File: src/rtl/sm_restore_serial.sv
// Bit-serial operand restore: a = b + r (Ne=0) or a = b - r (Ne=1), LSB first.
// Ports: clk, rst_n, start, b, r, Ne in; busy, done, a, cout out.
module sm_restore_serial #(
  parameter int x = 4
) (
  input  logic         clk,
  input  logic         rst_n,
  input  logic         start,
  input  logic [x-1:0] b,
  input  logic [x-1:0] r,
  input  logic         Ne,
  output logic         busy,
  output logic         done,
  output logic [x-1:0] a,
  output logic         cout
);

  localparam int CW = $clog2(x) + 1;

  typedef enum logic [1:0] {
    IDLE,
    RUN,
    DONE
  } state_t;

  state_t state_q, state_d;

  logic [x-1:0]  b_q, r_q, s_q;
  logic          ne_q, c_q;
  logic [CW-1:0] cnt_q;
  logic          last, s_bit, c_nxt;
  logic          bx;

  assign last  = (cnt_q == CW'(x - 1));
  assign bx    = b_q[0] ^ r_q[0];
  assign s_bit = bx ^ c_q;

  // c is a carry when adding and a borrow when subtracting
  always_comb begin
    c_nxt = 1'b0;
    if (ne_q)
      c_nxt = (~b_q[0] & r_q[0]) | (c_q & ~bx);
    else
      c_nxt = (b_q[0] & r_q[0]) | (c_q & bx);
  end

  always_ff @(posedge clk or negedge rst_n) begin
    if (!rst_n) state_q <= IDLE;
    else        state_q <= state_d;
  end

  always_comb begin
    state_d = state_q;
    busy    = 1'b0;
    done    = 1'b0;
    unique case (state_q)
      IDLE: begin
        if (start) state_d = RUN;
      end
      RUN: begin
        busy = 1'b1;
        if (last) state_d = DONE;
      end
      DONE: begin
        busy    = 1'b1;
        done    = 1'b1;
        state_d = IDLE;
      end
      default: state_d = IDLE;
    endcase
  end

  always_ff @(posedge clk or negedge rst_n) begin
    if (!rst_n) begin
      b_q   <= '0;
      r_q   <= '0;
      s_q   <= '0;
      ne_q  <= 1'b0;
      c_q   <= 1'b0;
      cnt_q <= '0;
      a     <= '0;
      cout  <= 1'b0;
    end else begin
      unique case (state_q)
        IDLE: begin
          if (start) begin
            b_q   <= b;
            r_q   <= r;
            ne_q  <= Ne;
            c_q   <= 1'b0;
            cnt_q <= '0;
          end
        end
        RUN: begin
          s_q <= {s_bit, s_q[x-1:1]};
          b_q <= b_q >> 1;
          r_q <= r_q >> 1;
          c_q <= c_nxt;
          // wrap to 0 so cnt never exceeds x-1
          cnt_q <= last ? '0 : cnt_q + 1'b1;
          if (last) begin
            a    <= {s_bit, s_q[x-1:1]};
            cout <= c_nxt;
          end
        end
        default: ;
      endcase
    end
  end

endmodule

File: config.mk
export PLATFORM = sky130hd
export DESIGN_NAME = sm_restore_serial
export DESIGN_NICKNAME = d
export VERILOG_FILES = /design/src/rtl/sm_restore_serial.sv
export SDC_FILE = /design/constraint.sdc
export NUM_CORES = 1
export LEC_CHECK = 0
export BUFFER_PORTS_ARGS = -buffer_cell sky130_fd_sc_hd__buf_2
export CAP_MARGIN = 15
export CELL_PAD_IN_SITES_DETAIL_PLACEMENT = 1
export CELL_PAD_IN_SITES_GLOBAL_PLACEMENT = 1
export CORE_ASPECT_RATIO = 0.9
export CORE_MARGIN = 2
export CORE_UTILIZATION = 40
export DETAILED_ROUTE_END_ITERATION = 8
export HOLD_SLACK_MARGIN = 0.02
export PLACE_DENSITY_LB_ADDON = 0.1
export SYNTH_ARGS = -nofsm -noshare
export SYNTH_HDL_FRONTEND = slang
export SYNTH_SLANG_ARGS = --single-unit
export TNS_END_PERCENT = 10
File: constraint.sdc
create_clock -name clk -period 2.75 [get_ports clk]
set_input_delay 0.275 -clock clk [delete_from_list [all_inputs] [get_ports clk]]
set_output_delay 0.275 -clock clk [all_outputs]
set_load 0.005 [all_outputs]
==> impl_metrics.py, run 1 <==
metrics = {
    "power": {
        "power_density_nw_per_um2": 1160,
        "p_leak_nw": 0.594,
        "worst_ir_drop_vdd_mv": 0.507,
    },
    "logic_synthesis": {
        "synth_warnings": 0,
        "syn_nets": 112,
        "synthDistinctLibCells": 27,
        "syn-mean-instance-area_sq_um": 12.1,
        "ys_seq_area_share_pct": 50.8,
        "synth_cells": 94,
        "netlist_area_sq_um": 1130,
        "ys_ff_latch": 23,
    },
    "placement": {
        "port-buffer-count": 18,
        "pre_cts_ws_ns": 0.793,
        "dpl.hpwl_um": 1680,
        "dp.cells": 148,
        "place.gp.congestion": 0.714,
    },
    "clocking": {
        "cts_made_buffers": 3,
        "cts-root-buf": "clkbuf_4",
        "clock_latency_ns": 0.32,
        "htreeDepth": 1,
        "cts_sinks": 23,
        "clk_pin_slew_ns": 0.13,
        "postCtsSetupRepairBufs": 0,
        "cts_tree": "built",
        "clockBufferDepth": 2,
    },
    "timing": {
        "maxSlewHeadroom_pct": 55.3,
        "finalHoldViolations": 0,
        "fin_skew_ns": 0.00589,
        "finalMaxSlewViolations": 0,
        "min_period_ns": 1.98,
        "final.setup.tns_ns": 0,
        "setup_viol": 0,
        "setup_slack_ns": 0.775,
        "tightest_slew_ns": 0.670,
        "rsz0062_at_grt": "no",
        "fmax_mhz": 506,
        "hold_ws_ns": 0.181,
        "timing.final.crit_share_pct": 71.8,
    },
    "die": {
        "dieWidth_um": 60.1,
        "start_util_pct": 41.6,
        "io_pins": 19,
        "fp.dieArea_sq_um": 3280,
        "die_y_um": 54.5,
        "core-area_sq_um": 2730,
        "num_rows": 18,
    },
    "detailed_routing": {
        "via_per_inst": 5.11,
        "detail_route.wl_per_cell_um": 15.0,
        "vias": 782,
        "detail_route.iter0.violations": 19,
        "firstDrtPassIters": 4,
        "ant_nets": 0,
        "postRouteWirelength_um": 2300,
        "route.detailed.drc": 0,
    },
    "setup_path": {
        "crit_fanout": 15,
        "cp-end-kind": "flip-flop",
        "ff2ff_path_depth": 5,
        "crit_chain": "inv_1 > ha_1 > nand2b_1 > or2_2 > o221a_2",
        "required_ns": 2.97,
        "critPathMaxStageDelay_ns": 0.45,
        "rr_startpoint": "state_q[0]",
        "path_class": "flip-flop to flip-flop",
        "crit_end": "b_q[1]",
        "r2r_slack_ns": 0.77,
        "cp-startpoint": "state_q[0]",
        "r2r-end": "b_q[1]",
        "arrival_ns": 2.19,
        "crit_slowest_cell": "ha_1",
        "worstSetupStartpointType": "flip-flop",
    },
    "global_routing": {
        "grt.total_usage_pct": 16.8,
        "grt.overflow.total": 0,
        "first_global_vias": 825,
        "grt_max_degree": 24,
        "antenna_found_initial": 0,
        "grt_pass1_wl_um": 3940,
    },
    "job": {
        "max_cap_violations": 0,
    },
    "worst_hold_path": {
        "hold_class": "primary input to flip-flop",
    },
    "final_layout": {
        "nets": 132,
        "fin_util_pct": 47.1,
        "area_growth_pct": 13.1,
        "drive_gt1_share_pct": 33.6,
        "n_antenna_cell": 0,
        "finalNonFillerCells": 153,
    },
    "outcome": {
        "status": "finished clean",
    },
}
## routing by layer
layer | share of wire, % | GRT usage [%] | up-vias
li1 | - | - | 375
met1 | 45 | 20.6 | 385
met2 | 49 | 29.0 | 18
met3 | 4.2 | 4.96 | 4
met4 | 1.3 | 4.44 | 0
met5 | 0 | 0 | -
## per-stage QoR
stage                     power [mW]  area, sq um
after CTS                       1.52         1280
after global routing            1.65         1280
after floorplan                 1.17         1130
final                           1.49         1280
after global placement          1.32         1240
after detailed placement        1.35         1240
## state kept, by name (all words and copies together), names as in the netlist
signal	flops
r_q	4
b_q	4
ne_q	1
s_q	3
cnt_q	3
a	4
cout	1
c_q	1
state_q	2
## layout make-up
cell class	instances	area (sq um)
clock buffers	3	22.5
clock inverters	1	5.00
fillers	295	1440
inverters	7	26.3
multi-input cells	60	503
flip-flops and latches	23	576
well taps	40	50.0
repair buffers	19	100
## power breakdown
group	internal, mW	switching [mW]	leakage [nW]	total [mW]
clock network	0.0545	0.105	0.0177	0.160
registers	0.497	0.106	0.280	0.603
logic	0.364	0.364	0.296	0.729
total	0.916	0.575	0.594	1.49
## kinds of logic after synthesis
logic type | share of synthesized area [%]
mux | 9.71
fa+ha+maj | 7.95
flops | 50.8
buf+inv | 4.86
compound gates | 17.1
simple gates | 9.60
## synthesized netlist by cell type
cell type	instances	area, sq um
o31ai_1	1	7.51
and3b_1	1	8.76
buf_6	1	11.3
inv_1	7	26.3
nand3b_1	3	22.5
nand2_1	7	26.3
nor2_1	3	11.3
o21a_1	1	7.51
mux2_2	8	90.1
dfrtp_1	23	576
nand3_1	2	10.0
a2bb2oi_1	1	8.76
a21oi_1	2	10.0
o2bb2ai_1	1	8.76
o21ai_0	6	30.0
nor2b_1	1	6.26
ha_1	4	50.1
a32o_1	1	10.0
fa_1	2	40.0
or2_2	1	6.26
buf_2	2	10.0
nand2b_1	1	6.26
o221a_2	6	67.6
o22a_1	5	43.8
mux2i_1	2	20.0
nand3b_2	1	11.3
buf_4	1	7.51
## cell usage in the layout, fill, tap and decap left out, drive strengths merged
| cell | n |
|---|---|
| or2 | 1 |
| nor2b | 1 |
| nand2b | 1 |
| o2bb2ai | 1 |
| mux2 | 8 |
| o221a | 6 |
| mux2i | 2 |
| o31ai | 1 |
| a21oi | 2 |
| buf | 18 |
| nand3 | 2 |
| a2bb2oi | 1 |
| o21a | 1 |
| fa | 2 |
| clkbuf | 3 |
| dlygate4sd3 | 1 |
| clkinv | 1 |
| ha | 4 |
| o21ai | 6 |
| dfrtp | 23 |
| inv | 7 |
| nand2 | 7 |
| o22a | 5 |
| a32o | 1 |
| nand3b | 4 |
| nor2 | 3 |
| and3b | 1 |
## worst min path at each step
stage | from | end | slack, ns | depth (start not counted)
floorplan | rst_n | a[0] | -0.02 | 0
global placement | rst_n | a[1] | 0.28 | 1
detailed placement | rst_n | a[1] | 0.29 | 1
CTS | Ne | ne_q | 0.17 | 2
global route | Ne | ne_q | 0.17 | 2
finish | Ne | ne_q | 0.18 | 2
## worst max-delay path, delay by kind of cell (launching register included)
kind,cells,cell delay (ns)
flops,1,0.40
compound gates,1,0.12
fa+ha+maj,1,0.45
buf+inv,1,0.10
simple gates,2,0.80
## timing repair
action,in CTS,in global routing
hold buffers,1,0
gates resized for setup,0,0
hold endpoints to repair,23,0
setup endpoints to repair,0,0
Note: power is estimated with default switching activity, not from simulation.
==> inputs of run 2 (changes only) <==
--- a/config.mk
+++ b/config.mk
@@ -11,7 +11,7 @@
 export CELL_PAD_IN_SITES_GLOBAL_PLACEMENT = 1
 export CORE_ASPECT_RATIO = 0.9
 export CORE_MARGIN = 2
-export CORE_UTILIZATION = 40
+export CORE_UTILIZATION = 39
 export DETAILED_ROUTE_END_ITERATION = 8
 export HOLD_SLACK_MARGIN = 0.02
 export PLACE_DENSITY_LB_ADDON = 0.1
==> constraint.sdc (replaced) <==
create_clock -name clk -period 1.8 [get_ports clk]
set_input_delay 0.18 -clock clk [delete_from_list [all_inputs] [get_ports clk]]
set_output_delay 0.18 -clock clk [all_outputs]
set_load 0.005 [all_outputs]
==> run 2 against run 1 <==
Compared with the run above:
- sequential share of layout area shrank 1.0 points
- wire length grew 3.7%
- utilization grew 0.71 points
- die area grew 2.4%
- largest cell class unchanged
==> impl_metrics.py, run 2 (same netlist as run 1, synthesis figures left out) <==
metrics = {
    "global_routing": {
        "antenna_found_initial": 0,
        "use_met2_pct": 27.8,
        "met1_usage_pct": 22.8,
        "grt_max_degree": 24,
        "first_global_vias": 811,
        "grt_pass1_wl_um": 4020,
        "grt.overflow.total": 0,
        "grtUsageMet3_pct": 2.09,
        "gr-max-usage-layer": "met2",
        "grt.total_usage_pct": 17.0,
    },
    "detailed_routing": {
        "ant_nets": 0,
        "firstDrtPassIters": 4,
        "via_per_inst": 5.10,
        "route.detailed.drc": 0,
        "detail_route.wl_per_cell_um": 15.2,
        "vias": 801,
        "detail_route.iter0.violations": 16,
        "postRouteWirelength_um": 2380,
    },
    "timing": {
        "hold_ws_ns": 0.0862,
        "timing.final.crit_share_pct": 88.2,
        "finalMaxSlewViolations": 0,
        "fmax_mhz": 630,
        "final.setup.tns_ns": 0,
        "maxSlewHeadroom_pct": 64.9,
        "fin_skew_ns": 0.00281,
        "tightest_slew_ns": 0.526,
        "setup_slack_ns": 0.212,
        "rsz0062_at_grt": "no",
        "min_period_ns": 1.59,
        "finalHoldViolations": 0,
        "setup_viol": 0,
    },
    "final_layout": {
        "fin_util_pct": 47.8,
        "reg_top3": "a (4), b_q (4), r_q (4)",
        "area_growth_pct": 15.8,
        "drive_gt1_share_pct": 35.9,
        "nFillCells": 312,
        "n_antenna_cell": 0,
        "mostFrequentLayoutCell": "dfrtp_1",
        "nets": 136,
        "multi_input_area_sq_um": 503,
        "seq_area_sq_um": 576,
        "final_cell_mix": "dfrtp_1, buf_2, mux2_2",
        "fin_area_sq_um": 1310,
    },
    "clocking": {
        "clk_pin_slew_ns": 0.13,
        "postCtsSetupRepairBufs": 0,
        "cts-root-buf": "clkbuf_4",
        "htreeDepth": 1,
        "cts_resized": 0,
        "cts_tree": "built",
        "cts_made_buffers": 3,
        "clock_latency_ns": 0.31,
        "clockBufferDepth": 2,
        "cts_sinks": 23,
    },
    "job": {
        "max_cap_violations": 0,
    },
    "placement": {
        "pre_cts_ws_ns": 0.197,
        "port-buffer-count": 18,
        "placed_area_sq_um": 1270,
        "dpl.hpwl_um": 1750,
        "place.gp.congestion": 0.729,
    },
    "die": {
        "dieWidth_um": 60.8,
        "fp.dieArea_sq_um": 3350,
        "core-area_sq_um": 2750,
        "io_pins": 19,
        "num_rows": 18,
        "die_y_um": 55.1,
        "start_util_pct": 41.3,
    },
    "outcome": {
        "status": "finished clean",
    },
    "setup_path": {
        "crit_fanout": 8,
        "arrival_ns": 1.81,
        "required_ns": 2.02,
        "worstSetupStartpointType": "flip-flop",
        "cp-end-kind": "flip-flop",
        "path_class": "flip-flop to flip-flop",
    },
    "worst_hold_path": {
        "hold_class": "primary input to flip-flop",
    },
    "power": {
        "p_leak_nw": 0.613,
        "power_density_nw_per_um2": 1810,
        "worst_ir_drop_vdd_mv": 0.646,
    },
}
## run 2: changes by cell type in the layout (fill, tap and decap cells not counted)
cell	change
buf_4	+4
## run 2: timing repair
action,in CTS,in global routing
hold endpoints to repair,23,0
hold buffers,1,0
endpoints found under the setup margin,0,0
## run 2: metrics by stage
stage                     instances  total power, mW
after global routing            157             2.60
after floorplan                  94             1.79
after detailed placement        152             2.16
final                           157             2.38
after global placement          152             2.11
after CTS                       157             2.42
## run 2: final cells by class
cell class / count / area share [%]
Sequential cell: 23 / 43.9
Multi-Input combinational cell: 60 / 38.3
Timing Repair Buffer: 23 / 9.91
Tap cell: 40 / 3.81
Inverter: 7 / 2.00
Clock buffer: 3 / 1.72
Clock inverter: 1 / 0.381
## run 2: power by group
group	internal (mW)	leakage, nW	switching, mW
sequential	0.759	0.280	0.160
combinational	0.618	0.315	0.590
clock	0.0832	0.0177	0.166
## run 2: critical path, stage by stage (launching register included)
cell	delay, ns
dfrtp_1	0.43
inv_1	0.09
ha_1	0.26
nand2b_1	0.22
buf_4	0.23
o221a_2	0.27
## run 2: worst paths after layout
path | startpoint | endpoint | slack [ns] | cells after the start
min in group asynchronous | rst_n | b_q[2] | 0.35 | 2
setup / recovery | state_q[1] | r_q[1] | 0.21 | 5
hold / removal | Ne | ne_q | 0.09 | 2
setup reg to reg | state_q[1] | r_q[1] | 0.21 | 5
max in group asynchronous | rst_n | s_q[2] | 1.09 | 2
hold reg to reg | r_q[3] | r_q[3] | 0.49 | 2
## run 2: metal layers
metal  wire (um)  part of all wire [%]  up-vias
li1            -                     -      383
met2        1110                    46       11
met3          62                   2.6        4
met4          38                   1.6        0
met5           0                     0        -
met1        1180                    49      403
